**src/rtl/pipe_skid_stage.sv**
```systemverilog
// Pipeline stage register with a 2-entry skid buffer: upstream ready comes from
// registered state only, plus flush, occupancy and forwarding hit detection on the head.
module pipe_skid_stage #(
    parameter int DATA_W = 16,
    parameter int NUM_CH = 2,
    parameter int CTRL_W = 2,
    parameter int REG_W  = 4,
    parameter int FWD_CH = 0
) (
    input  logic                     clk,
    input  logic                     rst,
    input  logic                     flush,
    input  logic                     in_valid,
    output logic                     in_ready,
    input  logic                     in_write,
    input  logic [REG_W-1:0]         in_rd,
    input  logic [CTRL_W-1:0]        in_ctrl,
    input  logic [NUM_CH*DATA_W-1:0] in_data,
    output logic                     out_valid,
    input  logic                     out_ready,
    output logic                     out_write,
    output logic [REG_W-1:0]         out_rd,
    output logic [CTRL_W-1:0]        out_ctrl,
    output logic [NUM_CH*DATA_W-1:0] out_data,
    output logic [1:0]               count,
    input  logic [REG_W-1:0]         q_rs,
    input  logic [REG_W-1:0]         q_rt,
    output logic                     hit_rs,
    output logic                     hit_rt,
    output logic [DATA_W-1:0]        fwd_data
);

    logic              main_valid_reg, main_valid_next;
    logic              skid_valid_reg, skid_valid_next;
    logic              main_write_reg, skid_write_reg;
    logic [REG_W-1:0]  main_rd_reg, skid_rd_reg;
    logic [CTRL_W-1:0] main_ctrl_reg, skid_ctrl_reg;
    logic [DATA_W-1:0] main_data_reg [NUM_CH];
    logic [DATA_W-1:0] skid_data_reg [NUM_CH];

    logic in_fire, out_fire;
    logic load_main_in, load_main_skid, load_skid;

    assign in_ready  = !skid_valid_reg;
    assign in_fire   = in_valid & in_ready;
    assign out_valid = main_valid_reg;
    assign out_fire  = out_valid & out_ready;

    // When the skid is occupied the head is necessarily valid, so only the skid drains into it.
    always_comb begin
        main_valid_next = main_valid_reg;
        skid_valid_next = skid_valid_reg;
        load_main_in    = 1'b0;
        load_main_skid  = 1'b0;
        load_skid       = 1'b0;
        if (flush) begin
            main_valid_next = 1'b0;
            skid_valid_next = 1'b0;
        end else if (skid_valid_reg) begin
            if (out_fire) begin
                load_main_skid  = 1'b1;
                skid_valid_next = 1'b0;
            end
        end else if (!main_valid_reg || out_ready) begin
            load_main_in    = in_fire;
            main_valid_next = in_fire;
        end else if (in_fire) begin
            load_skid       = 1'b1;
            skid_valid_next = 1'b1;
        end
    end

    always_ff @(posedge clk) begin
        if (rst) begin
            main_valid_reg <= 1'b0;
            skid_valid_reg <= 1'b0;
            main_write_reg <= 1'b0;
            main_rd_reg    <= '0;
            main_ctrl_reg  <= '0;
            skid_write_reg <= 1'b0;
            skid_rd_reg    <= '0;
            skid_ctrl_reg  <= '0;
        end else begin
            main_valid_reg <= main_valid_next;
            skid_valid_reg <= skid_valid_next;
            if (load_main_in) begin
                main_write_reg <= in_write;
                main_rd_reg    <= in_rd;
                main_ctrl_reg  <= in_ctrl;
            end else if (load_main_skid) begin
                main_write_reg <= skid_write_reg;
                main_rd_reg    <= skid_rd_reg;
                main_ctrl_reg  <= skid_ctrl_reg;
            end
            if (load_skid) begin
                skid_write_reg <= in_write;
                skid_rd_reg    <= in_rd;
                skid_ctrl_reg  <= in_ctrl;
            end
        end
    end

    generate
        for (genvar gi = 0; gi < NUM_CH; gi++) begin : g_ch
            always_ff @(posedge clk) begin
                if (rst) begin
                    main_data_reg[gi] <= '0;
                    skid_data_reg[gi] <= '0;
                end else begin
                    if (load_main_in)
                        main_data_reg[gi] <= in_data[gi*DATA_W +: DATA_W];
                    else if (load_main_skid)
                        main_data_reg[gi] <= skid_data_reg[gi];
                    if (load_skid)
                        skid_data_reg[gi] <= in_data[gi*DATA_W +: DATA_W];
                end
            end
            assign out_data[gi*DATA_W +: DATA_W] = main_data_reg[gi];
        end
    endgenerate

    assign out_write = main_valid_reg & main_write_reg;
    assign out_rd    = main_rd_reg;
    assign out_ctrl  = main_ctrl_reg;
    assign count     = 2'(main_valid_reg) + 2'(skid_valid_reg);

    // Only the head is older than the consumer; register 0 never forwards.
    assign hit_rs   = out_write & (out_rd == q_rs) & (q_rs != '0);
    assign hit_rt   = out_write & (out_rd == q_rt) & (q_rt != '0);
    assign fwd_data = main_data_reg[FWD_CH];

endmodule

```
**config.mk**
```make
export PLATFORM = sky130hd
export DESIGN_NAME = pipe_skid_stage
export DESIGN_NICKNAME = d
export VERILOG_FILES = /design/src/rtl/pipe_skid_stage.sv
export SDC_FILE = /design/constraint.sdc
export NUM_CORES = 1
export LEC_CHECK = 0
export ABC_AREA = 1
export CAP_MARGIN = 5
export CELL_PAD_IN_SITES_DETAIL_PLACEMENT = 1
export CELL_PAD_IN_SITES_GLOBAL_PLACEMENT = 2
export CORE_ASPECT_RATIO = 1.1
export CORE_MARGIN = 10
export CORE_UTILIZATION = 29
export CTS_BUF_LIST = sky130_fd_sc_hd__clkbuf_8
export DETAILED_ROUTE_END_ITERATION = 16
export PLACE_DENSITY_LB_ADDON = 0.1
export REMOVE_ABC_BUFFERS = 1
export SLEW_MARGIN = 20
export SYNTH_ARGS = -nofsm -noshare
export SYNTH_HDL_FRONTEND = slang
export SYNTH_SLANG_ARGS = --single-unit
export TNS_END_PERCENT = 10
```
**constraint.sdc**
```tcl
create_clock -name clk -period 2.53 [get_ports clk]
set_input_delay 0.6325 -clock clk [delete_from_list [all_inputs] [get_ports clk]]
set_output_delay 0.6325 -clock clk [all_outputs]
set_load 0.03 [all_outputs]
```
==> flow_summary.yaml <==
cts:
  cts_max_level: 3
  holdBufCountCts: 0
  cts_num_sinks: 80
  worstSkewPairLatency_ps: 350
  clk_transition_reported_paths_ps: 80
  tritoncts: "yes"
  cts_max_path_buffers: 2
  ctsRootBufferMaster: "sky130_fd_sc_hd__clkbuf_8"
  cts_made_buffers: 9
yosys:
  synth_sequential_area_ratio: 0.6290
  post_synth_inst_count: 353
  synth.lib_cells_used.distinct: 21
  post-synth-top-area-cell: "sky130_fd_sc_hd__edfxtp_1"
  synthTopCellsByArea: "sky130_fd_sc_hd__edfxtp_1 (54%), sky130_fd_sc_hd__dfxtp_1 (9.0%), sky130_fd_sc_hd__inv_1 (7.8%)"
  synth_seq_cells: 80
  post_synth.cell_area_avg_sq_um: 10.10
  post_synthesis_instance_area_sq_mm: 0.003565
  synth-warning-count: 0
  yosys.area.top_type_share: 0.5391
setup_path:
  worstSetupEndpoint: "count[0]"
  arrival_ps: 1730
  reg2reg_setup_slack_ps: 840
  crit-reg2reg-launch: "out_valid"
  timing.critical_path.slowest_stage_cell: "sky130_fd_sc_hd__clkdlybuf4s50_1"
  cp_slowest_stage_delay_ps: 590
  end_of_the_worst_register_to_register_path: "main_write_reg"
  worstPathCellList: "ha_1, clkdlybuf4s50_1"
  cpLargestDelayFamily: "buffers and inverters"
  cp.depth: 2
  worst_setup_path_startpoint: "skid_valid_reg"
  criticalPathCategory: "reg2out"
  critPathMaxFanout: 6
  reg2regPathDepth: 6
  data_required_time_of_the_critical_path_ps: 1900
  timing.critical_path.from_type: "register"
  element_type_at_the_critical_path_end: "output pin"
  worstPathBufferInverterCount: 1
sta:
  timing.final.hold_violations: 0
  max_slew.worst_pin.slew_ps: 414.1
  grt_setup_unrepaired: "false"
  slew_viol_final: 0
  setup-tns-final_ps: 0
  post-route-min-period_ps: 2359
  finalSetupViolations: 0
  finalCritPeriodShare: 0.9324
  worst_skew_ps: 9.942
  fmax_mhz: 423.9
  slew_headroom: 0.7239
floorplanning:
  placeableCoreArea_sq_mm: 0.01203
  placement_rows: 42
  start_util: 0.2962
  io_pins: 113
  die_y_microns: 136.3
  die_width_microns: 125.7
  dieArea_sq_mm: 0.01713
pwr:
  static-leakage-power_nw: 2.147
  power_density_over_cell_area_mw_per_mm2: 568.1
  post-layout-total-power_mw: 2.848
  worst_ir_drop_vdd_mv: 0.2435
global_route:
  grt_max_degree: 34
  global_route.usage.total: 0.1139
  grt_antenna_before_repair: 0
  grt_first_pass_wirelength_mm: 15.67
  first_global_vias: 2972
  globalRoute.totalOverflow: 0
route:
  drt-initial-drc-count: 109
  postRouteAntennaNets: 0
  route.vias.total: 2763
  avgViaCountPerCell: 4.464
  route.detailed.drc: 0
  avgRoutedWirePerCell_microns: 15.68
  number_of_detailed_routing_iterations_run_before_antenna_repair: 4
  finalWirelength_mm: 9.704
placement:
  routabilityCongestion: 0.7768
  port-buffer-count: 112
  dpl-instance-area_sq_mm: 0.004826
  dpl_wire_length_mm: 7.118
finish:
  area.growth.synth_to_final_pct: 40.65
  num_antenna_cells: 0
  fill_cells: 1385
  post_route_cells_drive_above_1_share: 0.08172
  postLayoutCellArea_sq_mm: 0.005014
  num-nets-final: 514
hold_path:
  holdCritPathClass: "reg2reg"
run_status:
  status: "finished clean"
run:
  max-cap-violations: 0
[synth_stat cells]
master / n
sky130_fd_sc_hd__nand2_1: 60
sky130_fd_sc_hd__o22ai_1: 32
sky130_fd_sc_hd__nand3_1: 4
sky130_fd_sc_hd__xnor2_1: 2
sky130_fd_sc_hd__nor2_4: 2
sky130_fd_sc_hd__inv_2: 3
sky130_fd_sc_hd__nand4_1: 15
sky130_fd_sc_hd__inv_1: 74
sky130_fd_sc_hd__buf_4: 21
sky130_fd_sc_hd__o31ai_1: 1
sky130_fd_sc_hd__ha_1: 1
sky130_fd_sc_hd__nor2_1: 39
sky130_fd_sc_hd__edfxtp_1: 64
sky130_fd_sc_hd__a21oi_1: 3
sky130_fd_sc_hd__dfxtp_1: 16
sky130_fd_sc_hd__buf_2: 6
sky130_fd_sc_hd__nand2_2: 2
sky130_fd_sc_hd__nand3_2: 2
sky130_fd_sc_hd__xor2_1: 3
sky130_fd_sc_hd__o21ai_0: 2
sky130_fd_sc_hd__a21oi_4: 1
[through the flow]
step	hold WS (ps)	std cells	setup slack (ps)	utilization
floorplan	419.1	326	315.4	-
global placement	435.6	604	199.8	0.4010
detailed placement	441.6	604	152.8	0.4010
CTS	455.5	619	43.79	0.4164
global route	483.1	619	64.13	0.4166
finish	453.2	619	171.0	0.4166
[report_power, final]
group,switching (mW),internal (mW),total [mW]
Clock,0.463,0.447,0.911
Sequential,0.0222,1.48,1.50
Combinational,0.241,0.198,0.439
[worst min-delay path, cell delays in order (launching register included)]
cell	delay (ps)
sky130_fd_sc_hd__dfxtp_1	320
sky130_fd_sc_hd__nand2_1	60
sky130_fd_sc_hd__nand2_1	40
[routing by layer]
| metal | routed length, microns | vias to the layer above | GRT usage |
|---|---|---|---|
| met4 | 132 | 0 | 0.04802 |
| met3 | 531 | 9 | 0.03116 |
| met1 | 4334 | 1325 | 0.1355 |
| met5 | 0 | - | 0 |
| li1 | - | 1351 | - |
| met2 | 4706 | 78 | 0.1900 |
[timing repair]
action / 4_1_cts / 5_1_grt
setup buffers: 0 / 0
setup endpoints to repair: 0 / 1
resized for setup: 0 / 1
[cell type report]
type / instances / area (sq um) / share of cell area
repair buffers: 124 / 1259 / 0.2511
multi-input cells: 169 / 845.8 / 0.1687
clock inverters: 6 / 61.31 / 0.01223
clock buffers: 9 / 123.9 / 0.02471
inverters: 77 / 289.0 / 0.05765
flip-flops and latches: 80 / 2242 / 0.4472
well taps: 154 / 192.7 / 0.03843
[how the worst min path moves through the flow]
| stage | startpoint | end | slack [ps] | cells past startpoint |
|---|---|---|---|---|
| 2_1_floorplan | skid_ctrl_reg[0] | skid_ctrl_reg[0] | 420 | 2 |
| 3_3_place_gp | skid_write_reg | skid_write_reg | 440 | 2 |
| 3_5_place_dp | skid_rd_reg[2] | skid_rd_reg[2] | 440 | 2 |
| 4_1_cts | skid_rd_reg[2] | skid_rd_reg[2] | 460 | 2 |
| 5_1_grt | skid_rd_reg[2] | skid_rd_reg[2] | 480 | 2 |
| 6_report | skid_ctrl_reg[0] | skid_ctrl_reg[0] | 450 | 2 |
[cell families after synthesis]
kind of cell,share of synthesized area
fa+ha+maj,0.003509
xor+xnor,0.01229
buf+inv,0.1337
simple gates,0.1516
compound gates,0.06985
flops,0.6290
[cell usage in the layout, fill, tap and decap left out, drive strengths merged, types with 2 or more instances in the layout]
cell type        n
a21oi            4
nand4           15
inv             77
edfxtp          64
clkdlybuf4s50  109
clkbuf           9
clkinv           5
nand2           62
dfxtp           16
o22ai           32
nand3            6
xor2             3
o21ai            2
buf             14
nor2            41
xnor2            2
(Power assumes the default switching activity.)
